File: src/rtl/pulse_code_gen.sv
// Transmit responder for the sequencer GEN/GEN_OVER handshake: one binary-phase-coded
// pulse burst per request, with guard intervals on the T/R switch around the chips.
//
// state | meaning
// IDLE  | ready, GEN_OVER=1, waiting for GEN
// PRE   | T/R settling before the first chip
// CHIP  | emitting chips, MSB of the code field first
// POST  | T/R hold after the last chip
// DONE  | burst finished, waiting for GEN to drop
module pulse_code_gen #(
  parameter int GUARD_PRE  = 20,
  parameter int GUARD_POST = 20
) (
  input  logic        CLOCK_10M,
  input  logic        RESET_N,
  input  logic        GEN,
  output logic        GEN_OVER,
  input  logic        RF_OUTPUT_EN,
  input  logic [31:0] CODE,
  input  logic [7:0]  CODE_LEN,
  input  logic [15:0] PULSE_LEN,
  output logic        TR,
  output logic        RF_GATE,
  output logic        PHASE,
  output logic        CHIP_STROBE,
  output logic        BUSY
);

  typedef enum logic [2:0] {S_IDLE, S_PRE, S_CHIP, S_POST, S_DONE} state_t;

  localparam logic [15:0] PRE_M1  = (GUARD_PRE  > 0) ? 16'(GUARD_PRE - 1)  : 16'd0;
  localparam logic [15:0] POST_M1 = (GUARD_POST > 0) ? 16'(GUARD_POST - 1) : 16'd0;

  state_t      state_q, state_d;
  logic [15:0] cyc_q, cyc_d;
  logic [5:0]  chip_q, chip_d;
  logic [31:0] code_q, code_d;
  logic [5:0]  n_q, n_d;
  logic [15:0] len_q, len_d;
  logic        en_q, en_d;
  logic        gen_over_q, gen_over_d;
  logic        busy_q, busy_d;
  logic        tr_q, tr_d;
  logic        rf_gate_q, rf_gate_d;
  logic        phase_q, phase_d;
  logic        strobe_q, strobe_d;
  logic [5:0]  n_in;
  logic [15:0] len_in;
  logic        active;

  always_comb begin
    state_d  = state_q;
    cyc_d    = cyc_q;
    chip_d   = chip_q;
    code_d   = code_q;
    n_d      = n_q;
    len_d    = len_q;
    en_d     = en_q;
    strobe_d = 1'b0;
    n_in     = (CODE_LEN > 8'd32) ? 6'd32 : CODE_LEN[5:0];
    len_in   = (PULSE_LEN == 16'd0) ? 16'd1 : PULSE_LEN;

    case (state_q)
      S_IDLE: begin
        if (GEN) begin
          code_d = CODE;
          n_d    = n_in;
          len_d  = len_in;
          en_d   = RF_OUTPUT_EN;
          if (GUARD_PRE > 0) begin
            state_d = S_PRE;
            cyc_d   = PRE_M1;
          end else if (n_in != 6'd0) begin
            state_d  = S_CHIP;
            cyc_d    = len_in - 16'd1;
            chip_d   = n_in - 6'd1;
            strobe_d = 1'b1;
          end else if (GUARD_POST > 0) begin
            state_d = S_POST;
            cyc_d   = POST_M1;
          end else begin
            state_d = S_DONE;
          end
        end
      end
      S_PRE: begin
        if (cyc_q != 16'd0) begin
          cyc_d = cyc_q - 16'd1;
        end else if (n_q != 6'd0) begin
          state_d  = S_CHIP;
          cyc_d    = len_q - 16'd1;
          chip_d   = n_q - 6'd1;
          strobe_d = 1'b1;
        end else if (GUARD_POST > 0) begin
          state_d = S_POST;
          cyc_d   = POST_M1;
        end else begin
          state_d = S_DONE;
        end
      end
      S_CHIP: begin
        // chip_q counts remaining chips, so it doubles as the code bit index
        if (cyc_q != 16'd0) begin
          cyc_d = cyc_q - 16'd1;
        end else if (chip_q != 6'd0) begin
          chip_d   = chip_q - 6'd1;
          cyc_d    = len_q - 16'd1;
          strobe_d = 1'b1;
        end else if (GUARD_POST > 0) begin
          state_d = S_POST;
          cyc_d   = POST_M1;
        end else begin
          state_d = S_DONE;
        end
      end
      S_POST: begin
        if (cyc_q != 16'd0) begin
          cyc_d = cyc_q - 16'd1;
        end else begin
          state_d = S_DONE;
        end
      end
      S_DONE: begin
        if (!GEN) begin
          state_d = S_IDLE;
        end
      end
      default: state_d = S_IDLE;
    endcase

    // Outputs follow the next state so every pin is a plain flop
    active     = (state_d == S_PRE) || (state_d == S_CHIP) || (state_d == S_POST);
    gen_over_d = (state_d == S_IDLE);
    busy_d     = ~gen_over_d;
    tr_d       = en_d & active;
    rf_gate_d  = en_d & (state_d == S_CHIP);
    phase_d    = (state_d == S_CHIP) & code_d[chip_d[4:0]];
  end

  always_ff @(posedge CLOCK_10M) begin
    if (!RESET_N) begin
      state_q    <= S_IDLE;
      cyc_q      <= 16'd0;
      chip_q     <= 6'd0;
      code_q     <= 32'd0;
      n_q        <= 6'd0;
      len_q      <= 16'd0;
      en_q       <= 1'b0;
      gen_over_q <= 1'b1;
      busy_q     <= 1'b0;
      tr_q       <= 1'b0;
      rf_gate_q  <= 1'b0;
      phase_q    <= 1'b0;
      strobe_q   <= 1'b0;
    end else begin
      state_q    <= state_d;
      cyc_q      <= cyc_d;
      chip_q     <= chip_d;
      code_q     <= code_d;
      n_q        <= n_d;
      len_q      <= len_d;
      en_q       <= en_d;
      gen_over_q <= gen_over_d;
      busy_q     <= busy_d;
      tr_q       <= tr_d;
      rf_gate_q  <= rf_gate_d;
      phase_q    <= phase_d;
      strobe_q   <= strobe_d;
    end
  end

  assign GEN_OVER    = gen_over_q;
  assign BUSY        = busy_q;
  assign TR          = tr_q;
  assign RF_GATE     = rf_gate_q;
  assign PHASE       = phase_q;
  assign CHIP_STROBE = strobe_q;

endmodule
File: config.mk
export PLATFORM = sky130hd
export DESIGN_NAME = pulse_code_gen
export DESIGN_NICKNAME = d
export VERILOG_FILES = /design/src/rtl/pulse_code_gen.sv
export SDC_FILE = /design/constraint.sdc
export NUM_CORES = 1
export LEC_CHECK = 0
export CORE_AREA = 3 3 120 122
export DETAILED_ROUTE_END_ITERATION = 7
export DIE_AREA = 0 0 123 125
export SETUP_SLACK_MARGIN = 0.3
export SKIP_CTS_REPAIR_TIMING = 1
export SLEW_MARGIN = 20
export SYNTH_ARGS = -nofsm -noshare
export SYNTH_HDL_FRONTEND = slang
export SYNTH_SLANG_ARGS = --single-unit
File: constraint.sdc
create_clock -name CLOCK_10M -period 3.2 [get_ports CLOCK_10M]
set_clock_uncertainty 0.1 [all_clocks]
set_input_delay 0.32 -clock CLOCK_10M [delete_from_list [all_inputs] [get_ports CLOCK_10M]]
set_output_delay 0.32 -clock CLOCK_10M [all_outputs]
set_load 0.005 [all_outputs]
### Yosys cells after proc, flatten, opt, wreduce, memory -nomap -nowiden

Cells that the tools add are included.

* flip-flop bits (word level): 86
* output and inout bits: 6
* word-level logic and storage cells: 83

* add/sub/neg operators: 4
* $lt $le $gt $ge: 2
* equality and inequality tests: 13
* muxes and demuxes: 33
* bitwise logic cells: 4
* reduce and logical (&&, ||, !) cells: 13

Operator list (count)
* $mux 16: 7
* $mux 32: 2
* $pmux 16 s4: 1
* $sub 16x1->16 const B: 2
* $mux 6: 5
* $mux 3: 6
* $logic_not 16->1: 1
* $reduce_bool 16->1: 1
* $pmux 3 s5: 1
* $eq 3x2->1 const B: 4
* $ne 2x2->1 const B: 6
* $pmux 6 s2: 1
* $reduce_bool 6->1: 2
* $sub 6x1->6 const B: 2
* $gt 8x6->1 const B: 1
* $mux 1: 8
* $eq 3x1->1 const B: 2
* $logic_not 3->1: 2
* $lt 5x6->1 const B: 1
* $bmux 1 s5: 1
* $reduce_and 5->1: 1
* $reduce_bool 4->1: 1
* $and 1x1->1: 3
* $eq 3x3->1 const B: 1
* 6 further kinds: 7

### Logic depth before layout (Yosys ltp)

* word-level depth: 8
* mapped depth: 13
* gate-level depth less buffers: 11

### Worst setup path before layout

No wires, ideal clock.

* path type: register -> register
* from: register cyc_q[0]
* to: register phase_q (netlist: PHASE)
* library setup time: 0.116 ns
* arrival time: 2.931 ns
* data required time: 2.984 ns
* setup slack: 0.053 ns
* stages on the path, launching flop included: 13
* clock period less this slack: 3.147 ns
* cells stage by stage: dfxtp_1 inv_1 ha_1 or3b_4 nand4b_4 a2111o_1 buf_6 a22oi_4 buf_2 mux4_2 o311ai_0 a41oi_1 a41o_1

* word-level cells in the longest chain between the ends: 6

Ends and longest elaborated chain
* start: declaration: line 35 `logic [15:0] cyc_q, cyc_d;`
* start signal: assignment: line 157 `cyc_q <= cyc_d;`
* $reduce_bool 16->1 (*): line 87, 103, 117
* $mux 6, on equally long branches: line 103, 87
* $pmux 6 s2: line 63 `case (state_q)`
* $bmux 1 s5: line 137 `phase_d = (state_d == S_CHIP) & code_d[chip_d[4:0]];`
* $mux 1 (not written as such): line 137
* $and 1x1->1 (*): line 137
* end signal: assignment: line 167 `phase_q <= phase_d;`
* end: declaration: line 45 `logic phase_q, phase_d;`

Every way passes the cells marked *; elsewhere a longest branch is shown, timed or not. The select of a mux whose other input is x is not followed.
A chain may end at the register's enable or synchronous reset.

### Worst setup path after layout

Same ends and word-level chain as after synthesis.

==> impl_metrics.json <==
{
  "hold_viol_final": 0,
  "p_per_area_nw_per_um2": 822.9,
  "rows": 42,
  "grt_max_degree": 58,
  "fp.dieArea_um2": 15380,
  "layout.cells.non_filler": 859,
  "initial_core_util": 0.3499,
  "place_congestion": 0.8900,
  "synthesis.nets": 671,
  "met1_length_mm": 5.860,
  "max_slew.worst_pin.slew_ns": 0.6416,
  "min_period_ns": 3.148,
  "wl_mm": 12.88,
  "holdWs_ns": 0.3544,
  "grt_pass1_vias": 4374,
  "slowest_delay_ns": 0.48,
  "seq_area_frac_synth": 0.3701,
  "fillers": 1345,
  "power_mw": 4.901,
  "path_clk_slew_ns": 0.06,
  "vias": 4560,
  "dr.pass1.iters": 5,
  "critPathArrivalTime_ns": 3.29,
  "avgSynthCellArea_um2": 7.689,
  "post-place-ws_ns": 0.02330,
  "fp.dieW_um": 123,
  "cp-start-kind": "register",
  "met3WireLength_um": 672,
  "syn_area_um2": 4652,
  "drv_slew": 0,
  "ys_seq_elements": 86,
  "grt_usage": 0.1712,
  "drc": 0,
  "antenna_found_initial": 0,
  "min_period_over_period": 0.9837,
  "ir_worst_vdd_mv": 0.3198,
  "rsz0062_at_grt": "yes",
  "synth_ff_type": "dfxtp_1",
  "viasPerCell": 5.308,
  "diodes": 0,
  "finalSetupViolations": 0,
  "cts_tree": "done",
  "drt-initial-drc-count": 244,
  "cts_made_buffers": 9,
  "cp.required_ns": 3.34,
  "fmax_ghz": 0.3177,
  "dpl.hpwl_mm": 9.449,
  "ys.warnings.count": 0,
  "critPathKind": "register to register",
  "clk_latency_ns": 0.34,
  "slew_headroom": 0.5723,
  "synth_cells": 605,
  "post_drt_wl_per_cell_um": 14.99,
  "cp-end-kind": "register",
  "outcome": "finished clean",
  "dp_cells": 837,
  "areaGrowthSynthToFinish_pct": 28.03,
  "ant_nets": 0,
  "clk_path_buf_depth": 2,
  "grt_overflow": 0,
  "clockRootBuffer": "clkbuf_16",
  "power.leakage_nw": 2.284,
  "h-tree-depth": 3,
  "drive_gt1_frac": 0.1142,
  "cts.sinks": 86,
  "die_h_um": 125,
  "core_area_um2": 13300,
  "ys_async_sr_fraction": 0,
  "post_synth_num_cell_types": 62,
  "path_max_fanout": 7,
  "slowest_stage": "a2111o_1",
  "io_buffers": 65,
  "setup_ws_ns": 0.05215,
  "grt_pass1_wl_mm": 21.41,
  "top_layer": "met4",
  "nets": 745,
  "cap_viol_max_count": 0,
  "final_util": 0.4480,
  "synth-edff-count": 0,
  "dr_wl_met2_mm": 6.095,
  "num_io_pins": 66,
  "hp-class": "register to register",
  "path_cells": "inv_2 -> ha_4 -> or3b_4 -> nand4b_4 -> a2111o_1 -> a22oi_4 -> buf_8 -> mux4_2 -> mux2i_1 -> or3b_1 -> a41oi_1 -> a41o_1"
}
worst max-delay path, delay by kind of cell, from the launching register on:
kind                       cells  cell delay [ns]
AOI/OAI and AO/OA              4             1.07
and+or+nand+nor                3             0.75
DFF                            1             0.33
adders and majority gates      1             0.13
buffers and inverters          2             0.21
muxes                          2             0.45
state kept, by name (all words and copies together) (netlist names):
name         flops
code_q          32
cyc_q           16
len_q           16
chip_q           6
n_q              6
state_q          3
BUSY             1
CHIP_STROBE      1
GEN_OVER         1
PHASE            1
RF_GATE          1
TR               1
en_q             1
synth_stat cells, types with 3 or more instances:
library cell    n  share of area
xor2_1          9          0.017
a22oi_1        18          0.029
a21oi_1        66          0.071
nor4_1          6         0.0081
buf_2           5         0.0054
a31oi_1         7         0.0094
nor3_1         22          0.024
o221a_2         3         0.0073
xnor2_1        19          0.036
buf_1           6         0.0048
or4_1           5         0.0081
dfxtp_1        86           0.37
o21a_1          3         0.0048
o31ai_1         3         0.0048
o22ai_1        13          0.017
a21o_1          3         0.0048
ha_1            6          0.016
inv_1          15          0.012
nor2_1         55          0.044
mux2i_1         6          0.013
nand2_1       119          0.096
nand3_1        10          0.011
o21ai_0        25          0.027
nand3b_1        3         0.0048
or3_1           8          0.011
mux4_2          4          0.019
nand2b_1        7         0.0094
o21bai_1        3         0.0048
clkbuf_1       26          0.021
layout by cell type, fill, tap and decap left out, types with 18 or more instances in the layout:
master / instances
dfxtp_1: 84
a21oi_1: 66
clkdlybuf4s50_1: 65
nor2_1: 54
o21ai_0: 25
buf_4: 34
nand2_1: 119
a22oi_1: 18
nor3_1: 22
xnor2_1: 19
final cells by class:
type	count	area, µm²	share of cell area
Clock inverter	4	22.52	0.003782
Timing Repair Buffer	101	932.1	0.1565
Sequential cell	86	1724	0.2895
Inverter	16	60.06	0.01008
Clock buffer	11	252.7	0.04244
Tap cell	176	220.2	0.03697
Multi-Input combinational cell	465	2744	0.4607
per-layer routing:
layer / global-route usage / up-vias
met5: 0 / -
met1: 0.2328 / 2141
met3: 0.02755 / 15
met2: 0.2718 / 120
met4: 0.06515 / 0
li1: - / 2284
power breakdown:
part / switching, mW / internal [mW] / total, mW
logic: 1.41 / 1.09 / 2.50
registers: 0.148 / 1.27 / 1.42
clock network: 0.423 / 0.560 / 0.982
stage by stage:
step | TNS, ns | instance area (µm²)
after detailed placement | 0 | 5607
after global placement | 0 | 5607
after global routing | -0.07384 | 5956
after CTS | 0 | 5882
after floorplan | 0 | 4673
final | 0 | 5956
cells by family after synthesis:
family          after synthesis  synth area share
fa+ha+maj                     6           0.01614
buf+inv                      54           0.04653
simple gates                251            0.2480
mux                          11           0.03470
xor+xnor                     28           0.05272
flops                        86            0.3701
compound gates              169            0.2318
path summary, 6_finish.rpt:
| check | from | end | slack [ns] | cells after the start |
|---|---|---|---|---|
| setup / recovery | cyc_q[0]$_SDFFE_PN0P_ | PHASE$_SDFF_PN0_ | 0.05 | 12 |
| hold / removal | code_q[15]$_SDFF_PN0_ | code_q[15]$_SDFF_PN0_ | 0.35 | 2 |
| setup reg to reg | cyc_q[0]$_SDFFE_PN0P_ | PHASE$_SDFF_PN0_ | 0.05 | 12 |
| hold reg to reg | code_q[15]$_SDFF_PN0_ | code_q[15]$_SDFF_PN0_ | 0.35 | 2 |
Note: power is estimated with default switching activity, not from simulation.
